### src/rtl/calculadora_multi_acumulador.sv
// rtl/calculadora_multi_acumulador.sv - NREGS x WIDTH accumulator calculator with shift-add multiply
module calculadora_multi_acumulador #(
    parameter int WIDTH    = 8,
    parameter int NREGS    = 4,
    parameter bit SATURATE = 1'b0,
    localparam int SELW    = (NREGS > 1) ? $clog2(NREGS) : 1
) (
    input  logic             clk,
    input  logic             rst,
    input  logic             in_valid,
    output logic             in_ready,
    input  logic [3:0]       codigo,
    input  logic [SELW-1:0]  sel,
    input  logic [WIDTH-1:0] entrada,
    output logic             out_valid,
    output logic [WIDTH-1:0] saida,
    output logic             overflow,
    output logic             busy
);
    localparam int CNTW = $clog2(WIDTH) + 1;

    typedef enum logic {IDLE, MUL} state_t;

    state_t               state, state_nx;
    logic [WIDTH-1:0]     acc [NREGS];
    logic                 accept, sel_ok, is_mul;
    logic [WIDTH-1:0]     a_cur;
    logic [WIDTH:0]       sum, diff;
    logic [WIDTH-1:0]     r_val;
    logic                 r_ovf, r_wr;
    logic [2*WIDTH-1:0]   m_a, m_p, p_nx;
    logic [WIDTH-1:0]     m_b;
    logic [SELW-1:0]      m_sel;
    logic [CNTW-1:0]      m_cnt;
    logic                 m_last, mul_ovf;
    logic [WIDTH-1:0]     mul_val;
    logic                 wr_en;
    logic [SELW-1:0]      wr_idx;
    logic [WIDTH-1:0]     wr_data;

    // Out-of-range selectors behave as NOP, so every index use is guarded by sel_ok.
    assign sel_ok = ({1'b0, sel} < (SELW + 1)'(NREGS));
    assign accept = in_valid && (state == IDLE);
    assign is_mul = (codigo == 4'b1000) && sel_ok;
    assign m_last = (m_cnt == CNTW'(WIDTH - 1));

    // Read port for the selected accumulator.
    always_comb begin
        a_cur = '0;
        for (int i = 0; i < NREGS; i++) begin
            if (SELW'(i) == sel) a_cur = acc[i];
        end
    end

    // Single-cycle operation result; MUL and NOP leave everything at zero here.
    always_comb begin
        sum   = {1'b0, a_cur} + {1'b0, entrada};
        diff  = {1'b0, a_cur} - {1'b0, entrada};
        r_val = '0;
        r_ovf = 1'b0;
        r_wr  = 1'b0;
        if (sel_ok) begin
            case (codigo)
                4'b0000: r_val = entrada;
                4'b0001: begin
                    r_ovf = sum[WIDTH];
                    r_val = (SATURATE && sum[WIDTH]) ? '1 : sum[WIDTH-1:0];
                    r_wr  = 1'b1;
                end
                4'b0010: begin
                    r_ovf = diff[WIDTH];
                    r_val = (SATURATE && diff[WIDTH]) ? '0 : diff[WIDTH-1:0];
                    r_wr  = 1'b1;
                end
                4'b0011: r_val = a_cur;
                4'b0100: begin r_val = a_cur & entrada; r_wr = 1'b1; end
                4'b0101: begin r_val = a_cur | entrada; r_wr = 1'b1; end
                4'b0110: begin r_val = a_cur ^ entrada; r_wr = 1'b1; end
                4'b0111: begin r_val = '0; r_wr = 1'b1; end
                default: ;
            endcase
        end
    end

    // One shift-add step; on the last step this is the full product.
    always_comb begin
        p_nx    = m_b[0] ? (m_p + m_a) : m_p;
        mul_ovf = |p_nx[2*WIDTH-1:WIDTH];
        mul_val = (SATURATE && mul_ovf) ? '1 : p_nx[WIDTH-1:0];
    end

    // Accumulator write port shared by single-cycle ops and MUL completion.
    always_comb begin
        wr_en   = (state == IDLE) ? (accept && r_wr) : m_last;
        wr_idx  = (state == IDLE) ? sel : m_sel;
        wr_data = (state == IDLE) ? r_val : mul_val;
    end

    // FSM state register.
    always_ff @(posedge clk) begin
        if (rst) state <= IDLE;
        else     state <= state_nx;
    end

    // FSM next state and handshake outputs.
    always_comb begin
        state_nx = state;
        busy     = 1'b0;
        in_ready = 1'b1;
        case (state)
            IDLE: if (accept && is_mul) state_nx = MUL;
            MUL: begin
                busy     = 1'b1;
                in_ready = 1'b0;
                if (m_last) state_nx = IDLE;
            end
            default: state_nx = IDLE;
        endcase
    end

    // Datapath: accumulators, result registers and multiplier state.
    always_ff @(posedge clk) begin
        if (rst) begin
            for (int i = 0; i < NREGS; i++) acc[i] <= '0;
            saida     <= '0;
            overflow  <= 1'b0;
            out_valid <= 1'b0;
            m_a       <= '0;
            m_b       <= '0;
            m_p       <= '0;
            m_sel     <= '0;
            m_cnt     <= '0;
        end else begin
            out_valid <= 1'b0;
            if (wr_en) begin
                for (int i = 0; i < NREGS; i++) begin
                    if (SELW'(i) == wr_idx) acc[i] <= wr_data;
                end
            end
            if (state == IDLE) begin
                if (accept) begin
                    if (is_mul) begin
                        m_a   <= {{WIDTH{1'b0}}, a_cur};
                        m_b   <= entrada;
                        m_p   <= '0;
                        m_cnt <= '0;
                        m_sel <= sel;
                    end else begin
                        out_valid <= 1'b1;
                        saida     <= r_val;
                        overflow  <= r_ovf;
                    end
                end
            end else begin
                m_p   <= p_nx;
                m_a   <= m_a << 1;
                m_b   <= m_b >> 1;
                m_cnt <= m_cnt + 1'b1;
                if (m_last) begin
                    out_valid <= 1'b1;
                    saida     <= mul_val;
                    overflow  <= mul_ovf;
                end
            end
        end
    end
endmodule

### config.mk
export PLATFORM = sky130hd
export DESIGN_NAME = calculadora_multi_acumulador
export DESIGN_NICKNAME = d
export VERILOG_FILES = /design/src/rtl/calculadora_multi_acumulador.sv
export SDC_FILE = /design/constraint.sdc
export NUM_CORES = 1
export LEC_CHECK = 0
export CAP_MARGIN = 25
export CORE_ASPECT_RATIO = 1.2
export CORE_MARGIN = 1.5
export CORE_UTILIZATION = 55
export CTS_CLUSTER_DIAMETER = 100
export CTS_CLUSTER_SIZE = 24
export DETAILED_ROUTE_END_ITERATION = 8
export PLACE_DENSITY = 0.86
export SLEW_MARGIN = 20
export SYNTH_ARGS = -nofsm -noshare
export SYNTH_HDL_FRONTEND = slang
export SYNTH_SLANG_ARGS = --single-unit
### constraint.sdc
create_clock -name clk -period 8.2 [get_ports clk]
set_input_delay 1.64 -clock clk [delete_from_list [all_inputs] [get_ports clk]]
set_output_delay 1.64 -clock clk [all_outputs]
set_load 0.05 [all_outputs]
Word-level counts from Yosys, hierarchy flattened
Memories as Yosys holds them, arrays and structs flattened.
Cells that the tools add are included.
{"block": "totals", "register_bits": 57, "ramBits": 32, "in_bits": 17, "out_inout_bits": 12, "mem_count": 1}
{"memory": "acc", "depth": 4, "word_bits": 8, "rd": 4, "rd_ports_with_merged_regs": 0, "write_ports": 4, "line": "25", "rtl": "logic [WIDTH-1:0] acc [NREGS];"}
{"block": "classes", "add_sub_neg": 4, "n_eq_ne": 17, "mux": 62, "n_bitwise": 8, "reduce_logical": 15}
{"cell": "16-bit 2-to-1 mux", "n": 7}
{"cell": "8-bit 2-to-1 mux", "n": 13}
{"cell": "8-bit case mux with 7 select lines", "n": 1}
{"cell": "1-bit 2-to-1 mux", "n": 32}
{"cell": "7-bit 2-to-1 mux", "n": 3}
{"cell": "4-bit by 3-bit equality test with 1-bit output, second input constant", "n": 5}
{"cell": "16-bit adder", "n": 1}
{"cell": "4-bit 2-to-1 mux", "n": 3}
{"cell": "8-bit by 8-bit adder with 9-bit output", "n": 1}
{"cell": "8-bit by 8-bit subtractor with 9-bit output", "n": 1}
{"cell": "8-bit bitwise AND", "n": 1}
{"cell": "2-bit equality test, first input constant", "n": 4}
{"cell": "4-bit by 2-bit equality test with 1-bit output, second input constant", "n": 2}
{"cell": "8-bit OR", "n": 1}
{"cell": "8-bit OR reduction", "n": 1}
{"cell": "8-bit XOR", "n": 1}
{"cell": "3-bit AND reduction", "n": 2}
{"cell": "6-bit OR reduction", "n": 1}
{"cell": "4-bit by 1-bit adder with 4-bit output, second input constant", "n": 1}
{"cell": "1-bit by 2-bit equality test with 1-bit output, first input constant", "n": 2}
{"cell": "4-bit by 1-bit equality test with 1-bit output, second input constant", "n": 1}
{"cell": "4-bit equality test, second input constant", "n": 1}
{"cell": "2-bit zero test", "n": 2}
{"cell": "4-bit zero test", "n": 1}
{"cell": "10 further kinds", "n": 18}

Logic depth before layout (Yosys ltp)
Gate-level depths: netlist of the first run.
{"block": "depth", "depth_word": 10, "mapped_depth": 13, "depth_no_buf": 12}

Worst setup path after synthesis of the first run
No wires, ideal clock.
{"block": "synth_timing", "kind": "input to register", "startpoint": "input port sel[1]", "endpoint": "memory acc[0][6], data pin", "t_arrival_ps": 4110, "setup_slack_ps": 3829, "path_stages": 13, "path_buffers": 1, "path_cell_list": "buf_2 mux4_2 inv_1 ha_1 inv_1 fa_1 a21oi_1 o21bai_1 a21o_1 a21oi_1 o221ai_1 a31oi_2 nor2_1"}
{"element": "start: declaration", "line": "13", "rtl": "input logic [SELW-1:0] sel,"}
{"element": "end: declaration", "line": "25"}

==> run summary, run 1 <==
R2R setup slack: 4920 ps
Skew final: 9.41 ps
Row Count: 41
PnR worst setup slack: 3070 ps
Total net switching power: 0.307 mW
Post-layout util: 62.0%
Die H: 116 um
Sequential share of power: 45.5%
Num CTS Buffers: 9
Mapped Nets: 707
Buf+Inv Stages, Crit Path: 3
Outcome: finished, final reports clean
RSZ-0062 raised after global routing: false
Wire length per cell: 20.3 um
Synth Area per Inst: 9.06 um^2
Yosys cell types: 75
First-pass GRT wire length: 25800 um
DP HPWL: 11400 um
H-tree levels: 3
Inserted Diodes: 0
CTS tree: done
DRT Pass-1 Iters: 6
CTS-repair resized insts: 0
Fin nets: 719
WL final: 16000 um
Largest net degree at the start of global routing: 44
Worst vdd ir: 0.138 mV
CP endpoint kind: register
Slew Limit Headroom: 33.8%
Design area: 6460 um^2
Post-synth EDFFs: 32
Initial Util: 56.1%
Switching share of power: 29.1%
Minimum clock period: 5130 ps
Cell internal pwr: 0.749 mW
Hold Path Class: reg2reg
# hold bufs at CTS: 0
Cells after Synth: 645
WP data required: 8290 ps
Final Cycle Share: 62.6%
Iteration-0 DRC Markers: 433
Slew at the pin with the worst max-slew slack: 992 ps
Clock-pin slew on the worst setup and hold paths: 70 ps
Buffers on Ports: 28
Max cap viols: 0
Crit start category: primary input
Most frequent cells in the layout: nor2_1 (81), a21oi_1 (62), dfxtp_1 (57)
Vias: 5167
Max Clock Freq: 195 MHz
Crit-path cells: clkdlybuf4s50_1 -> mux4_2 -> inv_1 -> ha_1 -> inv_1 -> fa_1 -> a21oi_1 -> o21bai_1 -> a21o_1 -> a21oi_1 -> o221ai_1 -> a31oi_2 -> nor2_1
CP top delay family: compound AO/OA/AOI/OAI gates
Clock power frac: 37.4%
Total global-route track usage: 28.9%
Synth Warn #: 0
Fraction of layout cells with a size suffix above 1: 9.67%
Pleak: 2.54 nW
Layout area overhead: 10.5%
Number of global-route vias before repair: 5090
Worst-path maximum fanout: 11
Area contributors post-synth: dfxtp_1 (20%), edfxtp_1 (16%), ha_1 (9.0%), a21oi_1 (5.3%), nor2_1 (5.2%)
Post-CTS Setup Bufs: 0
Detail Route Antenna Nets: 0
Pwr/cell area: 163 nW/um^2
Synth area leader: dfxtp_1
Io pins: 29
Core footprint: 10400 um^2
Hold Vio Cnt, Final: 0
Power share of the combinational group: 17.1%
Clock tree buffer depth: 2
Commonest non-fill, non-tap cell in the layout: nor2_1
Width of the die: 97.1 um
Clk_lat worst skew: 340 ps
Die ar.: 11300 um^2
Sequential area share after synthesis: 36.0%
Initial antenna violation count: 0
FF+latch count, synth: 89
Cell area after placement: 6170 um^2
Worst Path Arrival: 5220 ps
Setup TNS: 0 ps
Remaining global-route overflow: 0
Post-synth ARST share: 0%
Mapped Area: 5840 um^2
Clock Sinks: 89
Final GP Congestion: 0.996
Setup violations, final: 0
Dpl ws: 2760 ps
DRC: 0
Critical path's largest stage delay: 830 ps
CP max-delay cell: clkdlybuf4s50_1
Via-per-instance ratio: 6.53
Crit Path Class: in2reg
Top FF cell, synth: dfxtp_1
Final-report max-slew violation count: 0
Yosys top cell area share: 19.5%
Root Driver: clkbuf_16
-- cell type report --
type | instances | area (um^2)
Fill cell | 853 | 3960
Multi-Input combinational cell | 491 | 3470
Sequential cell | 89 | 2100
Timing Repair Buffer | 32 | 310
Clock buffer | 10 | 233
Tap cell | 129 | 161
Inverter | 34 | 130
Clock inverter | 6 | 47.5
-- sequential cells by signal, summed over array words and instances (netlist names) --
register,flops
overflow,1
m_cnt,4
m_sel,2
acc,32
state,1
m_p,16
saida,8
m_a,16
m_b,8
out_valid,1
-- worst reg2reg max path, stage by stage (launching register included) --
cell and delay [ps]:
edfxtp_1 390, mux4_2 530, inv_1 140, ha_1 190, inv_1 60, fa_1 410, a21oi_1 160, o21bai_1 110
a21o_1 190, a21oi_1 230, o221ai_1 200, a31oi_2 350, nor2_1 80
-- through the flow --
stage	power (mW)	hold slack, ps	std cells
after floorplan	0.610	445	645
after global placement	0.660	457	774
after detailed placement	0.665	467	774
after CTS	1.05	478	790
after global routing	1.09	506	791
final	1.06	485	791
-- power groups by stage --
stage	Sequential [mW]	Combinational, mW	Clock, mW
CTS	0.480	0.177	0.395
finish	0.480	0.181	0.395
global placement	0.489	0.171	0
floorplan	0.497	0.113	0
detailed placement	0.489	0.175	0
global route	0.481	0.194	0.410
-- routing by layer --
layer | vias to the layer above | part of all wire, % | routed length, um | track usage, %
li1 | 2401 | - | - | -
met3 | 68 | 6.6 | 1060 | 6.03
met4 | 0 | 4.9 | 784 | 14.8
met1 | 2451 | 39 | 6200 | 34.2
met5 | - | 0 | 0 | 0
met2 | 247 | 50 | 7970 | 50.1
-- cells by family (layout without fill, tap and decap cells) --
group | Yosys count | in the layout | share of synthesized area [%]
adders and majority gates | 45 | 45 | 10.0
DFF | 89 | 89 | 36.0
xor gates and xnor gates | 13 | 13 | 1.95
buffers and inverters | 65 | 82 | 4.60
and+or+nand+nor | 207 | 207 | 17.0
AOI/OAI and AO/OA | 200 | 200 | 24.1
muxes | 26 | 26 | 6.36
-- Yosys cell counts, drive strengths merged, types with 9 or more instances --
master  count
nor2       83
a21oi      64
dfxtp      57
nand2      53
ha         42
o21ai      38
inv        34
edfxtp     32
clkbuf     18
a211oi     17
and3       15
nand2b     15
buf        13
nor3       13
mux2i      12
a221oi      9
-- path summary, 6_finish.rpt --
path / from / endpoint / cells past startpoint
setup / recovery: sel[1] / acc[1][6] / 13
hold / removal: m_b[6] / m_b[6] / 2
setup reg to reg: acc[3][0] / acc[1][6] / 12
hold reg to reg: m_b[6] / m_b[6] / 2
No activity file was read; power rests on OpenSTA's default activity.
==> run 2, diff against run 1 <==
==> constraint.sdc (replaced) <==
create_clock -name clk -period 5.1 [get_ports clk]
set_input_delay 1.02 -clock clk [delete_from_list [all_inputs] [get_ports clk]]
set_output_delay 1.02 -clock clk [all_outputs]
set_load 0.05 [all_outputs]
==> run summary, run 2 (synthesis gave the netlist of run 1 again) <==
Outcome: finished, final reports clean (unchanged)
Crit-path cells: clkdlybuf4s50_1 -> mux4_2 -> inv_1 -> ha_1 -> inv_1 -> fa_1 -> a21oi_1 -> o21bai_1 -> a21o_1 -> a21oi_1 -> o221ai_1 -> a31oi_2 -> nor2_1 (unchanged)
Crit Path Class: in2reg (unchanged)
Vias: 5236 (was 5167)
Slew at the pin with the worst max-slew slack: 1000 ps (was 992 ps)
Iteration-0 DRC Markers: 477 (was 433)
Setup TNS: 0 ps (unchanged)
Root Driver: clkbuf_16 (unchanged)
# fillers: 843 (was 853)
Largest net degree at the start of global routing: 43 (was 44)
CTS tree: done (unchanged)
Dpl ws: 643 ps (was 2760 ps)
CP endpoint kind: register (unchanged)
RSZ-0062 raised after global routing: false (unchanged)
Final GP Congestion: 0.945 (was 0.996)
Num CTS Buffers: 9 (unchanged)
Final-report max-slew violation count: 0 (unchanged)
Row Count: 41 (unchanged)
CTS-repair resized insts: 0 (unchanged)
Crit start category: primary input (unchanged)
WL final: 16500 um (was 16000 um)
Fraction of layout cells with a size suffix above 1: 10.5% (was 9.67%)
DRT met1 WL: 6390 um (was 6200 um)
WL met3: 1130 um (was 1060 um)
Layout area overhead: 11.8% (was 10.5%)
Hold Path Cell Cnt: 2 (unchanged)
Top flop regs: acc: 32 flops, m_a: 16 flops, m_p: 16 flops (unchanged)
Remaining global-route overflow: 0 (unchanged)
Reg2reg start: acc[1][0] (was acc[3][0])
CP max-delay cell: mux4_2 (was clkdlybuf4s50_1)
Pwr/cell area: 269 nW/um^2 (was 163 nW/um^2)
Most frequent cells in the layout: nor2_1 (81), a21oi_1 (61), dfxtp_1 (57) (was nor2_1 (81), a21oi_1 (62), dfxtp_1 (57))
Register with the most flip-flops: acc (unchanged)
Via-per-instance ratio: 6.58 (was 6.53)
Detail Route Antenna Nets: 0 (unchanged)
Critical R2R Capture: acc[1][6] (unchanged)
DR top layer: met4 (unchanged)
Post-CTS Setup Bufs: 0 (unchanged)
Worst-path maximum fanout: 5 (was 11)
Die ar.: 11300 um^2 (unchanged)
Reg2reg path depth: 12 (unchanged)
Fin nets: 724 (was 719)
Sequential Area: 2100 um^2 (unchanged)
Initial Util: 56.1% (unchanged)
First-pass GRT wire length: 26400 um (was 25800 um)
WP data required: 5190 ps (was 8290 ps)
Core footprint: 10400 um^2 (unchanged)
Max cap viols: 0 (unchanged)
WL met2: 8490 um (was 7970 um)
Crit path from: sel[1] (unchanged)
Pleak: 2.57 nW (was 2.54 nW)
Hold Vio Cnt, Final: 0 (unchanged)
# hold bufs at CTS: 0 (unchanged)
DP HPWL: 12000 um (was 11400 um)
CP top delay family: compound AO/OA/AOI/OAI gates (unchanged)
Worst Path Arrival: 4220 ps (was 5220 ps)
Setup violations, final: 0 (unchanged)
Slew Limit Headroom: 32.9% (was 33.8%)
CP Capture Point: acc[1][6] (unchanged)
Multi-input logic area: 3480 um^2 (was 3470 um^2)
Critical path's largest stage delay: 540 ps (was 830 ps)
Clock tree buffer depth: 2 (unchanged)
Wire length per cell: 20.8 um (was 20.3 um)
Levels on crit path: 13 (unchanged)
PnR worst setup slack: 977 ps (was 3070 ps)
Die H: 116 um (unchanged)
H-tree levels: 3 (unchanged)
Max Clock Freq: 243 MHz
Commonest non-fill, non-tap cell in the layout: nor2_1 (unchanged)
Initial antenna violation count: 0 (unchanged)
R2R setup slack: 1860 ps (was 4920 ps)
Minimum clock period: 4120 ps
Skew final: 9.81 ps (was 9.41 ps)
Clock Sinks: 89 (unchanged)
Io pins: 29 (unchanged)
Beginning of the worst hold path: m_p[7] (was m_b[6])
Number of global-route vias before repair: 5155 (was 5090)
Hold Path Class: reg2reg (unchanged)
Clock-pin slew on the worst setup and hold paths: 70 ps (about the same)
DRC: 0 (unchanged)
Max reg flops: 32 (unchanged)
Inserted Diodes: 0 (unchanged)
Final Cycle Share: 80.8%
Total global-route track usage: 29.6% (was 28.9%)
Worst vdd ir: 0.207 mV (was 0.138 mV)
Post-layout util: 62.7% (was 62.0%)
Width of the die: 97.1 um (unchanged)
Buffers on Ports: 28 (unchanged)
DRT Pass-1 Iters: 6 (unchanged)
Buf+Inv Stages, Crit Path: 3 (unchanged)
Clk_lat worst skew: 350 ps (was 340 ps)
-- run 2: worst min-delay path, stage by stage (launching register included) --
cell and delay [ps]:
dfxtp_1 320, nand2_1 50, a21oi_1 50
-- run 2: where the power goes --
| part | internal (mW) | switching [mW] | total (mW) |
|---|---|---|---|
| Combinational | 0.107 | 0.186 | 0.293 |
| Sequential | 0.756 | 0.0152 | 0.771 |
| Clock | 0.375 | 0.315 | 0.690 |
-- run 2: worst min-delay path by stage --
| stage | end | slack (ps) |
|---|---|---|
| floorplan | m_a[15] | 440 |
| global placement | m_p[3] | 460 |
| detailed placement | m_p[7] | 460 |
| CTS | m_p[7] | 470 |
| global route | m_p[7] | 510 |
| finish | m_p[7] | 470 |
-- run 2: cell type report --
type	count	area share, %
multi-input combinational	491	53.2
inverter	34	1.99
timing repair buffer	37	5.32
tap	129	2.47
sequential	89	32.2
clock inverter	6	0.977
clock buffer	10	3.83
-- run 2: stage by stage --
stage / area, um^2 / hold slack (ps) / cells / power, mW
detailed placement: 6210 / 464 / 780 / 1.07
global placement: 6210 / 457 / 780 / 1.07
global route: 6530 / 508 / 796 / 1.80
finish: 6530 / 473 / 796 / 1.75
CTS: 6530 / 474 / 796 / 1.75
floorplan: 5840 / 445 / 645 / 0.981
-- run 2: layer usage --
layer,vias to the layer above,GRT usage [%]
li1,2416,-
met2,248,54.4
met5,-,0
met1,2521,34.9
met3,51,4.46
met4,0,11.8
